<file path="src/rtl/conv_window_feeder_pkg.sv">
// Shared constants and window packing helpers for the convolution window feeder.
// The 3x3 window is packed row-major, element k = 3r+c, r=0 being the oldest row.
package conv_window_feeder_pkg;

    localparam int PIX_W     = 8;
    localparam int NWIN      = 9;
    localparam int W_W       = 4;
    localparam int EXPB_W    = 5;
    localparam int IMG_BUS_W = NWIN * PIX_W;
    localparam int WGT_BUS_W = NWIN * W_W;

    typedef logic [PIX_W-1:0] pix_t;

    function automatic int win_idx(input int r, input int c);
        return 3 * r + c;
    endfunction

endpackage

</file>
<file path="src/rtl/conv_window_feeder_line_buffer.sv">
// Two stacked row buffers: row1 holds the previous row, row0 the one before it.
// Combinational read at col; a write pushes row1[col] down into row0[col].
module conv_window_feeder_line_buffer
    import conv_window_feeder_pkg::*;
#(
    parameter int IMG_W = 28,
    parameter int CW    = 5
) (
    input  logic          clk,
    input  logic          rst,
    input  logic          we,
    input  logic [CW-1:0] col,
    input  pix_t          din,
    output pix_t          rd_row0,
    output pix_t          rd_row1
);

    localparam int AW = (IMG_W > 1) ? $clog2(IMG_W) : 1;

    logic [AW-1:0] addr;
    pix_t          row0 [IMG_W];
    pix_t          row1 [IMG_W];

    assign addr    = col[AW-1:0];
    assign rd_row0 = row0[addr];
    assign rd_row1 = row1[addr];

    always_ff @(posedge clk or negedge rst) begin
        if (!rst) begin
            for (int i = 0; i < IMG_W; i++) begin
                row0[i] <= '0;
                row1[i] <= '0;
            end
        end else if (we) begin
            row0[addr] <= row1[addr];
            row1[addr] <= din;
        end
    end

endmodule

</file>
<file path="src/rtl/conv_window_feeder.sv">
// Raster pixel stream to 3x3 convolution windows for the SD4 MAC, with the
// weight set and exponent bias held stable beside each window.
module conv_window_feeder #(
    parameter int IMG_W = 28,
    parameter int IMG_H = 28,
    parameter int PIX_W = 8,
    parameter int CW    = 5
) (
    input  logic                                         clk,
    input  logic                                         rst,
    input  logic [PIX_W-1:0]                             pix_in,
    input  logic                                         pix_valid,
    input  logic [conv_window_feeder_pkg::WGT_BUS_W-1:0] weight_in,
    input  logic [conv_window_feeder_pkg::EXPB_W-1:0]    exp_bias_in,
    input  logic                                         weight_load,
    output logic [conv_window_feeder_pkg::IMG_BUS_W-1:0] image,
    output logic [conv_window_feeder_pkg::WGT_BUS_W-1:0] weight,
    output logic [conv_window_feeder_pkg::EXPB_W-1:0]    exp_bias,
    output logic                                         win_valid,
    output logic                                         frame_done,
    output logic                                         busy
);
    import conv_window_feeder_pkg::*;

    logic [CW-1:0]        row_p0;
    logic [CW-1:0]        col_p0;
    logic [PIX_W-1:0]     win_p0  [3][3];
    logic [PIX_W-1:0]     win_nxt [3][3];
    logic [PIX_W-1:0]     lb0_rd;
    logic [PIX_W-1:0]     lb1_rd;
    logic [IMG_BUS_W-1:0] image_nxt;
    logic                 at_last_col;
    logic                 at_last_row;
    logic                 win_ok;

    conv_window_feeder_line_buffer #(
        .IMG_W (IMG_W),
        .CW    (CW)
    ) u_line_buffer (
        .clk     (clk),
        .rst     (rst),
        .we      (pix_valid),
        .col     (col_p0),
        .din     (pix_in),
        .rd_row0 (lb0_rd),
        .rd_row1 (lb1_rd)
    );

    assign at_last_col = (col_p0 == CW'(IMG_W - 1));
    assign at_last_row = (row_p0 == CW'(IMG_H - 1));
    // A window needs two full rows above and two columns to the left in this row.
    assign win_ok      = (row_p0 >= CW'(2)) && (col_p0 >= CW'(2));
    assign busy        = (row_p0 != '0) || (col_p0 != '0);

    always_comb begin
        for (int r = 0; r < 3; r++) begin
            win_nxt[r][0] = win_p0[r][1];
            win_nxt[r][1] = win_p0[r][2];
        end
        win_nxt[0][2] = lb0_rd;
        win_nxt[1][2] = lb1_rd;
        win_nxt[2][2] = pix_in;
        image_nxt = '0;
        for (int r = 0; r < 3; r++) begin
            for (int c = 0; c < 3; c++) begin
                image_nxt[win_idx(r, c)*PIX_W +: PIX_W] = win_nxt[r][c];
            end
        end
    end

    // Stage p0 -> output: window shift, counters and registered outputs.
    always_ff @(posedge clk or negedge rst) begin
        if (!rst) begin
            row_p0     <= '0;
            col_p0     <= '0;
            win_valid  <= 1'b0;
            frame_done <= 1'b0;
            image      <= '0;
            weight     <= '0;
            exp_bias   <= '0;
            for (int r = 0; r < 3; r++) begin
                for (int c = 0; c < 3; c++) begin
                    win_p0[r][c] <= '0;
                end
            end
        end else begin
            win_valid  <= pix_valid && win_ok;
            frame_done <= pix_valid && win_ok && at_last_row && at_last_col;
            // Weights may only change between frames so a frame never mixes sets.
            if (weight_load && !busy) begin
                weight   <= weight_in;
                exp_bias <= exp_bias_in;
            end
            if (pix_valid) begin
                win_p0 <= win_nxt;
                if (win_ok) begin
                    image <= image_nxt;
                end
                if (at_last_col) begin
                    col_p0 <= '0;
                    row_p0 <= at_last_row ? '0 : row_p0 + CW'(1);
                end else begin
                    col_p0 <= col_p0 + CW'(1);
                end
            end
        end
    end

endmodule

</file>
<file path="config.mk">
export PLATFORM = sky130hd
export DESIGN_NAME = conv_window_feeder
export DESIGN_NICKNAME = d
export VERILOG_FILES = /design/src/rtl/conv_window_feeder_pkg.sv /design/src/rtl/conv_window_feeder_line_buffer.sv /design/src/rtl/conv_window_feeder.sv
export SDC_FILE = /design/constraint.sdc
export NUM_CORES = 1
export LEC_CHECK = 0
export ABC_AREA = 0
export CAP_MARGIN = 20
export CORE_ASPECT_RATIO = 1.2
export CORE_MARGIN = 2
export CORE_UTILIZATION = 33
export DETAILED_ROUTE_END_ITERATION = 6
export PLACE_DENSITY = 0.47
export RECOVER_POWER = 100
export SYNTH_ARGS = -nofsm -noshare
export SYNTH_HDL_FRONTEND = slang
export SYNTH_HIERARCHICAL = 1
export SYNTH_SLANG_ARGS = --single-unit
export TNS_END_PERCENT = 1
</file>
<file path="constraint.sdc">
create_clock -name clk -period 3.55 [get_ports clk]
set_input_delay 0.71 -clock clk [delete_from_list [all_inputs] [get_ports clk]]
set_output_delay 0.71 -clock clk [all_outputs]
set_load 0.005 [all_outputs]
</file>
==> flow_summary.json, run 1 <==
{
  "vias_per_cell": 5.08,
  "drtIter0Drc": 1012,
  "synth_warnings": 6,
  "yosysTopAreaCellShare": 0.572,
  "synthArstFlopShare": 1.00,
  "final_common_cell": "dfrtp_1",
  "grt_max_degree": 95,
  "ys_top_cells_by_area": "dfrtp_1 57%, mux2_2 14%, mux4_2 4.9%",
  "finalClockSkew_ns": 0.0308,
  "drv_cap": 3,
  "netlist_area_um2": 27100,
  "syn_inst": 2052,
  "crit_arrival_ns": 2.65,
  "fin_ws_ns": 0.194,
  "fillers": 7816,
  "power_frac_clock": 0.272,
  "final_nets": 2316,
  "wirelength_um": 76100,
  "critPathRequiredTime_ns": 2.84,
  "wire_per_inst_um": 22.6,
  "initial_core_util": 0.332,
  "timing.fmax_ghz": 0.298,
  "status": "finished, violations left",
  "wl_met2_um": 40300,
  "power_density_nw_per_um2": 845,
  "syn_nets": 2111,
  "htree_levels": 3,
  "highest_layer": "met4",
  "clkTransAtPathRegs_ns": 0.06,
  "drive_gt1_frac": 0.278,
  "hold_viol": 0,
  "pwr-share-seq": 0.399,
  "layout_common_cells": "619 x dfrtp_1, 349 x mux2_2, 148 x nand2_1",
  "ant_nets": 0,
  "critPathMaxStageDelay_ns": 0.64,
  "dr_wl_met3_um": 2320,
  "worstRegToRegCells": 9,
  "grt_usage": 0.183,
  "min_period_ns": 3.36,
  "cts.path.max_buffers": 3,
  "grt_antenna_before_repair": 0,
  "ys_ff_latch": 621,
  "core-area_um2": 81700,
  "path_cells": "buf_12 > inv_1 > ha_1 > and2_0 > nand3_1 > dlygate4sd3_1",
  "drt_drc_violations_left": 0,
  "period_share": 0.945,
  "cp_slowest_cell": "dlygate4sd3_1",
  "critPathLaunchType": "flop",
  "drv_slew": 109,
  "vias": 17100,
  "slew_headroom": -0.356,
  "row_count": 115,
  "synthFlopType": "dfrtp_1",
  "rsz0062_at_grt": "false",
  "numPortBuffers": 168,
  "hold_path.class": "reg2reg",
  "critPathMaxFanout": 27,
  "setup_viol": 0,
  "synth_seq_area_share": 0.572,
  "synth_top_area_cell": "dfrtp_1",
  "worstSetupPathType": "reg2out",
  "syn_to_final_growth_pct": 19.3,
  "hpwl_um": 51100,
  "total_power_mw": 27.4,
  "grt_pass1_vias": 18200,
  "violations": "max-capacitance violations, max-slew violations",
  "grt_pass1_wl_um": 118000,
  "clkSinkCount": 621,
  "dp_slack_ns": 0.577,
  "die_w_um": 266,
  "ir_drop_mv": 0.408,
  "grt.overflow.total": 0,
  "numCtsBuffers": 71,
  "switchingPower_mw": 9.20,
  "holdPathStages": 2,
  "p_comb_frac": 0.329,
  "hold_buffers": 0,
  "first_pass_iters": 5,
  "worstMarginPinSlew_ns": 2.03,
  "yosysUniqueCellTypes": 65,
  "die-area_um2": 84600,
  "p_int_mw": 18.2,
  "cellLeakagePower_nw": 14.8,
  "cts-root-buf": "clkbuf_16",
  "synth-edff-count": 0,
  "end_kind": "output port",
  "place.gp.congestion": 0.783,
  "swShare": 0.336,
  "setup_tns_ns": 0,
  "holdWs_ns": 0.477,
  "pin_count": 169,
  "cts_tree": "done",
  "die_h_um": 318,
  "clk_latency_ns": 0.63,
  "syn_avg_cell_area_um2": 13.2,
  "wl_met1_um": 32000
}
## synthesized netlist by cell type, types with 4 or more instances
cell,count
a211o_1,8
a21oi_1,118
a221oi_1,4
a22oi_1,22
and3_1,10
buf_1,15
buf_2,47
buf_4,39
buf_6,12
clkbuf_1,49
dfrtp_1,621
ha_1,6
inv_1,5
mux2_1,38
mux2_2,349
mux2_4,9
mux2i_1,106
mux4_2,59
nand2_1,148
nand3_1,12
nand3b_1,4
nand4b_1,4
nor2_1,130
nor2_2,12
nor2b_1,10
nor3_1,4
nor4_4,7
o211a_1,5
o21ai_0,81
o21ai_1,40
o22ai_1,23
## area by class of cell
cell class / instances / area (µm²) / share of cell area
antenna: 1 / 2.50 / 0.0000773
clock buffer: 102 / 2060 / 0.0638
clock inverter: 28 / 315 / 0.00974
inverter: 6 / 22.5 / 0.000696
multi-input combinational: 1263 / 10500 / 0.325
sequential: 621 / 15500 / 0.480
tap: 1053 / 1320 / 0.0407
timing repair buffer: 294 / 2580 / 0.0798
## power groups by stage
| stage | sequential [mW] | clock, mW | combinational (mW) |
|---|---|---|---|
| after floorplan | 10.6 | 0 | 6.28 |
| after CTS | 11.0 | 7.67 | 9.59 |
| after global routing | 11.2 | 7.98 | 9.82 |
| final | 10.9 | 7.43 | 9.02 |
| after detailed placement | 11.1 | 0 | 9.56 |
| after global placement | 11.0 | 0 | 9.42 |
## worst max-delay path: cells and delay by family (launching register included)
family | cells | cell delay [ns]
AND/OR/NAND/NOR | 2 | 0.28
flip-flops | 1 | 0.54
buffers and inverters | 3 | 0.99
adder cells (fa/ha/maj) | 1 | 0.21
## per-stage QoR
stage,util,std cells,area [µm²]
after detailed placement,0.372,3233,30400
after CTS,0.401,3363,32800
after floorplan,-,2052,27100
after global routing,0.396,3367,32400
after global placement,0.372,3233,30400
final,0.396,3368,32400
## worst paths after layout
| path | startpoint | end | slack (ns) |
|---|---|---|---|
| worst max-delay path | col_p0[1] | busy | 0.19 |
| worst min-delay path | u_line_buffer/row0[171] | u_line_buffer/row0[171] | 0.48 |
| worst max register to register | col_p0[1] | u_line_buffer/row0[7] | 0.27 |
| worst min register to register | u_line_buffer/row0[171] | u_line_buffer/row0[171] | 0.48 |
| max in group asynchronous | rst | weight[21] | 0.58 |
| min in group asynchronous | rst | image_nxt[11] | 0.66 |
## logic make-up after synthesis
family / Yosys count / share of synthesized area
flip-flops: 621 / 0.572
multiplexers: 561 / 0.254
AND/OR/NAND/NOR: 375 / 0.0685
AO/OA/AOI/OAI: 321 / 0.0685
buffers and inverters: 168 / 0.0342
adder cells (fa/ha/maj): 6 / 0.00277
## state kept, by name, indices dropped and copies added, names as in the netlist
| register | cells |
|---|---|
| image | 72 |
| frame_done | 1 |
| weight | 36 |
| col_p0 | 5 |
| exp_bias | 5 |
| u_line_buffer/row1 | 224 |
| win_valid | 1 |
| image_nxt | 48 |
| u_line_buffer/row0 | 224 |
| row_p0 | 5 |
## metal layers
| layer | up-vias | GRT usage |
|---|---|---|
| met2 | 279 | 0.330 |
| met3 | 86 | 0.0243 |
| li1 | 7765 | - |
| met5 | - | 0 |
| met1 | 8992 | 0.228 |
| met4 | 0 | 0.0488 |
## timing repair
action	CTS	global route
endpoints found under the setup margin	1	1
resized for setup	1	0
buffers inserted	0	3
No activity file was read; power rests on OpenSTA's default activity.
==> run 2, diff against run 1 <==
--- a/config.mk
+++ b/config.mk
@@ -7,11 +7,14 @@
 export LEC_CHECK = 0
 export ABC_AREA = 0
 export CAP_MARGIN = 20
+export CELL_PAD_IN_SITES_DETAIL_PLACEMENT = 0
+export CELL_PAD_IN_SITES_GLOBAL_PLACEMENT = 1
 export CORE_ASPECT_RATIO = 1.2
 export CORE_MARGIN = 2
 export CORE_UTILIZATION = 33
 export DETAILED_ROUTE_END_ITERATION = 6
-export PLACE_DENSITY = 0.47
+export GPL_TIMING_DRIVEN = 0
+export PLACE_DENSITY = 0.55
 export RECOVER_POWER = 100
 export SYNTH_ARGS = -nofsm -noshare
 export SYNTH_HDL_FRONTEND = slang
==> flow_summary.json, run 2 (synthesized netlist as in run 1, its figures left out) <==
{
  "status": "finished, violations left",
  "violations": "design-rule violations, max-capacitance violations, max-slew violations",
  "layoutNonFillerInstCount": 3409,
  "total_power_mw": 28.4,
  "place.gp.congestion": 0.820,
  "slew_headroom": -0.438,
  "hold_path.class": "in2async",
  "wirelength_um": 89200,
  "grt.overflow.total": 0,
  "grt_antenna_before_repair": 1,
  "critPathMaxStageDelay_ns": 0.89,
  "critPathMaxFanout": 10,
  "crit_buf_inv": 4,
  "fillers": 7776,
  "grt_pass1_vias": 18900,
  "htree_levels": 3,
  "final_common_cell": "dfrtp_1",
  "core-area_um2": 81700,
  "worstSetupPathType": "reg2reg",
  "setup_viol": 0,
  "dp_cells": 3278,
  "syn_to_final_growth_pct": 19.7,
  "clk_latency_ns": 0.62,
  "row_count": 115,
  "cts.path.max_buffers": 3,
  "timing.fmax_ghz": 0.282,
  "drtIter0Drc": 1319,
  "drv_slew": 288,
  "setup_tns_ns": 0,
  "pin_count": 169,
  "worstMarginPinSlew_ns": 2.16,
  "vias": 17900,
  "clkSinkCount": 621,
  "final_nets": 2361,
  "drv_cap": 3,
  "cp_common_cell": "buf_6",
  "min_period_ns": 3.54,
  "critPathLaunchType": "flop",
  "register_area_um2": 15500,
  "ant_nets": 0,
  "cts-root-buf": "clkbuf_16",
  "drive_gt1_frac": 0.268,
  "grt_pass1_wl_um": 132000,
  "die-area_um2": 84600,
  "numCtsBuffers": 71,
  "finalClockSkew_ns": 0.0262,
  "hold_viol": 0,
  "clkTransAtPathRegs_ns": 0.06,
  "antennaDiodeCount": 0,
  "first_pass_iters": 7,
  "cp_slowest_cell": "nor2_1",
  "critPathRequiredTime_ns": 4.05,
  "drt_drc_violations_left": 7,
  "ir_drop_mv": 0.327,
  "initial_core_util": 0.332,
  "rsz0062_at_grt": "false",
  "numPortBuffers": 168,
  "vias_per_cell": 5.26,
  "grt_usage": 0.213,
  "die_h_um": 318,
  "hpwl_um": 63300,
  "crit_start": "col_p0[0]",
  "multi_input_area_um2": 10600,
  "reg2reg_from": "col_p0[0]",
  "crit_arrival_ns": 4.04,
  "power_density_nw_per_um2": 875,
  "end_kind": "flop",
  "layout_common_cells": "620 x dfrtp_1, 349 x mux2_2, 148 x nand2_1",
  "grt_max_degree": 126,
  "die_w_um": 266,
  "path_delay_family": "buffers and inverters",
  "cellLeakagePower_nw": 14.8,
  "path_cells": "buf_4 > buf_6 > buf_6 > nand3_1 > nor2_1 > clkbuf_4 > mux2_2",
  "cts_tree": "done",
  "period_share": 0.998,
  "reg_top3": "u_line_buffer/row0: 224 flops, u_line_buffer/row1: 224 flops, image: 72 flops",
  "wire_per_inst_um": 26.2
}
-- run 2: changes by cell type in the layout (fill, tap and decap cells not counted), moves of 6 or more --
cell      delta
buf_4       -35
buf_1       +10
o21ai_0      -6
buf_2       +20
buf_6       +10
o21ai_1      +6
buf_12       -9
clkbuf_1    +46
-- run 2: final timing paths --
path / endpoint / slack, ns / depth (start not counted)
hold reg to reg: u_line_buffer/row0[174] / 0.48 / 2
setup reg to reg: u_line_buffer/row1[37] / 0.009 / 7
min in group clk: u_line_buffer/row0[174] / 0.48 / 2
setup / recovery: u_line_buffer/row1[37] / 0.009 / 7
max in group asynchronous: image_nxt[49] / 0.53 / 3
hold / removal: u_line_buffer/row0[189] / 0.13 / 1
-- run 2: metal layers --
metal	vias up	track usage	wire length [µm]
met5	-	0	0
met4	0	0.0743	3010
met3	140	0.0298	3330
met2	437	0.378	46500
met1	9510	0.265	36400
li1	7843	-	-
-- run 2: what timing repair did --
action / CTS / global route
hold buffers: 0 / 0
pin swaps: 2 / 1
gates resized for setup: 8 / 2
setup endpoints to repair: 16 / 10
buffers inserted: 2 / 2
-- run 2: through the flow --
stage / area (µm²) / setup WS [ns] / hold WS [ns] / util
finish: 32500 / 0.00887 / 0.131 / 0.398
global route: 32500 / 0.0117 / 0.175 / 0.398
CTS: 32800 / -0.0243 / 0.151 / 0.401
detailed placement: 30300 / -0.312 / 0.469 / 0.371
global placement: 30100 / -26.24 / 0.456 / 0.369
floorplan: 27100 / 1.19 / 0.414 / -
-- run 2: cell type report --
class,count,area share
Buffer,162,0.0253
Clock buffer,98,0.0621
Clock inverter,29,0.0132
Inverter,6,0.000770
Multi-Input combinational cell,1263,0.325
Sequential cell,621,0.478
Tap cell,1053,0.0405
Timing Repair Buffer,177,0.0543
-- run 2: report_power, final --
part	internal, mW	switching (mW)
combinational	4.28	5.59
clock	4.66	3.04
sequential	9.53	1.33
==> variant (config.mk and constraints of run 2) <==
Register the output `image` once more, with the module's reset; this adds one clock of latency there. The other outputs are not delayed to match.
--- a/src/rtl/conv_window_feeder.sv
+++ b/src/rtl/conv_window_feeder.sv
@@ -21,6 +21,8 @@
     output logic                                         busy
 );
     import conv_window_feeder_pkg::*;
+
+    logic [conv_window_feeder_pkg::IMG_BUS_W-1:0] image_s0;
 
     logic [CW-1:0]        row_p0;
     logic [CW-1:0]        col_p0;
@@ -75,7 +77,7 @@
             col_p0     <= '0;
             win_valid  <= 1'b0;
             frame_done <= 1'b0;
-            image      <= '0;
+            image_s0   <= '0;
             weight     <= '0;
             exp_bias   <= '0;
             for (int r = 0; r < 3; r++) begin
@@ -94,7 +96,7 @@
             if (pix_valid) begin
                 win_p0 <= win_nxt;
                 if (win_ok) begin
-                    image <= image_nxt;
+                    image_s0 <= image_nxt;
                 end
                 if (at_last_col) begin
                     col_p0 <= '0;
@@ -106,5 +108,13 @@
         end
     end
 
+    always_ff @(posedge clk or negedge rst) begin
+        if (!rst) begin
+            image <= '0;
+        end else begin
+            image <= image_s0;
+        end
+    end
+
 endmodule
 
Formal check against the unedited RTL: no difference found for any inputs over 4 cycles, from zero or initial values and one cycle with rst low; that may be too few to reach the edited logic, so the function may still have changed.
==> variant against run 2 <==
The run ends with max-capacitance violations, max-slew violations left. Global-route usage down 0.67 points. Total power up 18%. Die area up 13%. Worst setup slack better by 1.6 ps. Via count up 17%. Synthesized area up 13%. Sequential cell count up 72. Largest cell class unchanged. Cell area up 13%. Routed wire length up 10%. Sequential share of layout area down 0.40 points. Critical path type unchanged.
==> variant: results (changes against run 2) <==
The flow ran to the end, but the final reports show violations. The checks that failed: max-capacitance violations, max-slew violations. The share of layout cells above drive strength 1 is 20.6% (-6.2 points), and the placement-stage cell area is 34,100 µm² (+13%). The count of TritonRoute iterations in the first routing pass is 5 (-2). The leakage power is 0.0155 µW (+5.0%), and the clock skew after layout is 23.2 ps (-3.00 ps). For the part of the Yosys area used for sequential elements, the log shows 56.5% (-0.76 points). The slowest cell on the critical path was nor2_1. In the final layout, the registers with the most flip-flops are u_line_buffer/row0 (224), u_line_buffer/row1 (224). The logs give 1,543 (+17%) for the initial DRC count and 78 (+9.9%) for the total clock buffers created by CTS.

The transition time at the pin with the least slew margin came out at 1700 ps (-460 ps). In this run the worst hold path is classified as register to register. The count of different cell masters after synthesis is 63 (-3.1%). The non-filler instance count after layout was 4,024 (+18%); the delay of the slowest critical-path stage was 900 ps. By area the synthesized netlist is led by dfrtp_1 (56%), mux2_2 (9.0%), mux4_2 (4.3%).

The tools report the maximum vdd ir drop as 0.343 mV (+4.9%). Counting instances in the post-synthesis netlist gives the leading cell types as dfrtp_1 (693), mux2_2 (245), o21ai_0 (154), nand2_1 (148), nor2_1 (133). The wire length of the first global-routing pass is 147 mm (+11%). The instance count after placement with tap cells included was 3,879 (+18%).

For the half-perimeter wire length after detailed placement, the log shows 70.1 mm (+11%). The logs give 22,000 (+16%) for the via count of the first global-routing pass and 241 (-16%) for the number of max-slew violations in the final report. Maximum fanout along the worst path: 10 (unchanged). The logs give 20.6% (-0.67 points) for the total routing usage reported by global routing and 0.826 (+0.84%) for the global placement routability congestion. For the data arrival time of the worst path, the log shows 4050 ps (about the same). The tools report the number of nets at the end of the flow as 2,783 (+18%). The post-synthesis async set-or-reset flop share came out at 100% (unchanged). The run gives 2,522 (+19%) as the net count after synthesis. The via total after detailed routing was 21,000 (+17%); the number of max-capacitance violations reported was 2 (-1).

The net switching component of the power is 11,800 µW (+19%). The tools report the maximum number of pins on one net before global-route repair as 127 (+0.79%). Average wire per standard cell: 24.4 µm (-6.7%).

The average cell area after synthesis is 12.5 µm² (-5.8%), and the initial antenna violation count is 0 (-1). The tools report the synthesis warning total as 6 (unchanged).
## variant: cell families after synthesis
logic type      synth area share [%]
compound gates                  10.4
fa+ha+maj                      0.245
buf+inv                         3.99
flops                           56.5
mux                             20.2
simple gates                    8.71
## variant: timing repair
action / CTS / global route
resized for setup: 5 / 9
pin swaps: 1 / 2
hold buffers: 1 / 0
setup buffers: 2 / 2
endpoints found under the setup margin: 10 / 17
hold endpoints to repair: 31 / 0
## variant: final cells by class
| class | instances | area [µm²] |
|---|---|---|
| multi-input cells | 1549 | 12000 |
| clock buffers | 115 | 2380 |
| well taps | 1240 | 1550 |
| flip-flops and latches | 693 | 17300 |
| plain buffers | 216 | 1110 |
| clock inverters | 25 | 402 |
| fillers | 8940 | 55600 |
| repair buffers | 181 | 1810 |
| inverters | 5 | 18.8 |
## variant: power groups by stage
stage	registers (µW)	logic (µW)	clock network (µW)
floorplan	12400	7540	0
global placement	12900	12000	0
detailed placement	12900	12300	0
CTS	12800	12400	8960
global route	13200	12900	9280
finish	12800	11900	8710
## variant: path summary, 6_finish.rpt
path,from,end,slack (ps),cells after the start
setup / recovery,col_p0[1],u_line_buffer/row1[107],10,8
hold / removal,image_s0[47],image[47],410,0
setup reg to reg,col_p0[1],u_line_buffer/row1[107],10,8
hold reg to reg,image_s0[47],image[47],410,0
max in group asynchronous,rst,u_line_buffer/row0[12],450,4
min in group asynchronous,rst,image[60],520,2
## variant: layer usage
layer	GRT usage [%]	wire [µm]	part of all wire [%]
met1	26.0	41000	42
met2	36.1	49800	51
met3	3.18	4600	4.7
met4	6.47	2930	3.0
met5	0	0	0
## variant: per-stage QoR
stage                     setup slack, ps  hold WS, ps
after detailed placement             -470          405
after global routing                -95.4          433
after CTS                           -52.0          402
after global placement             -29000          403
after floorplan                      1170          386
final                                10.5          407
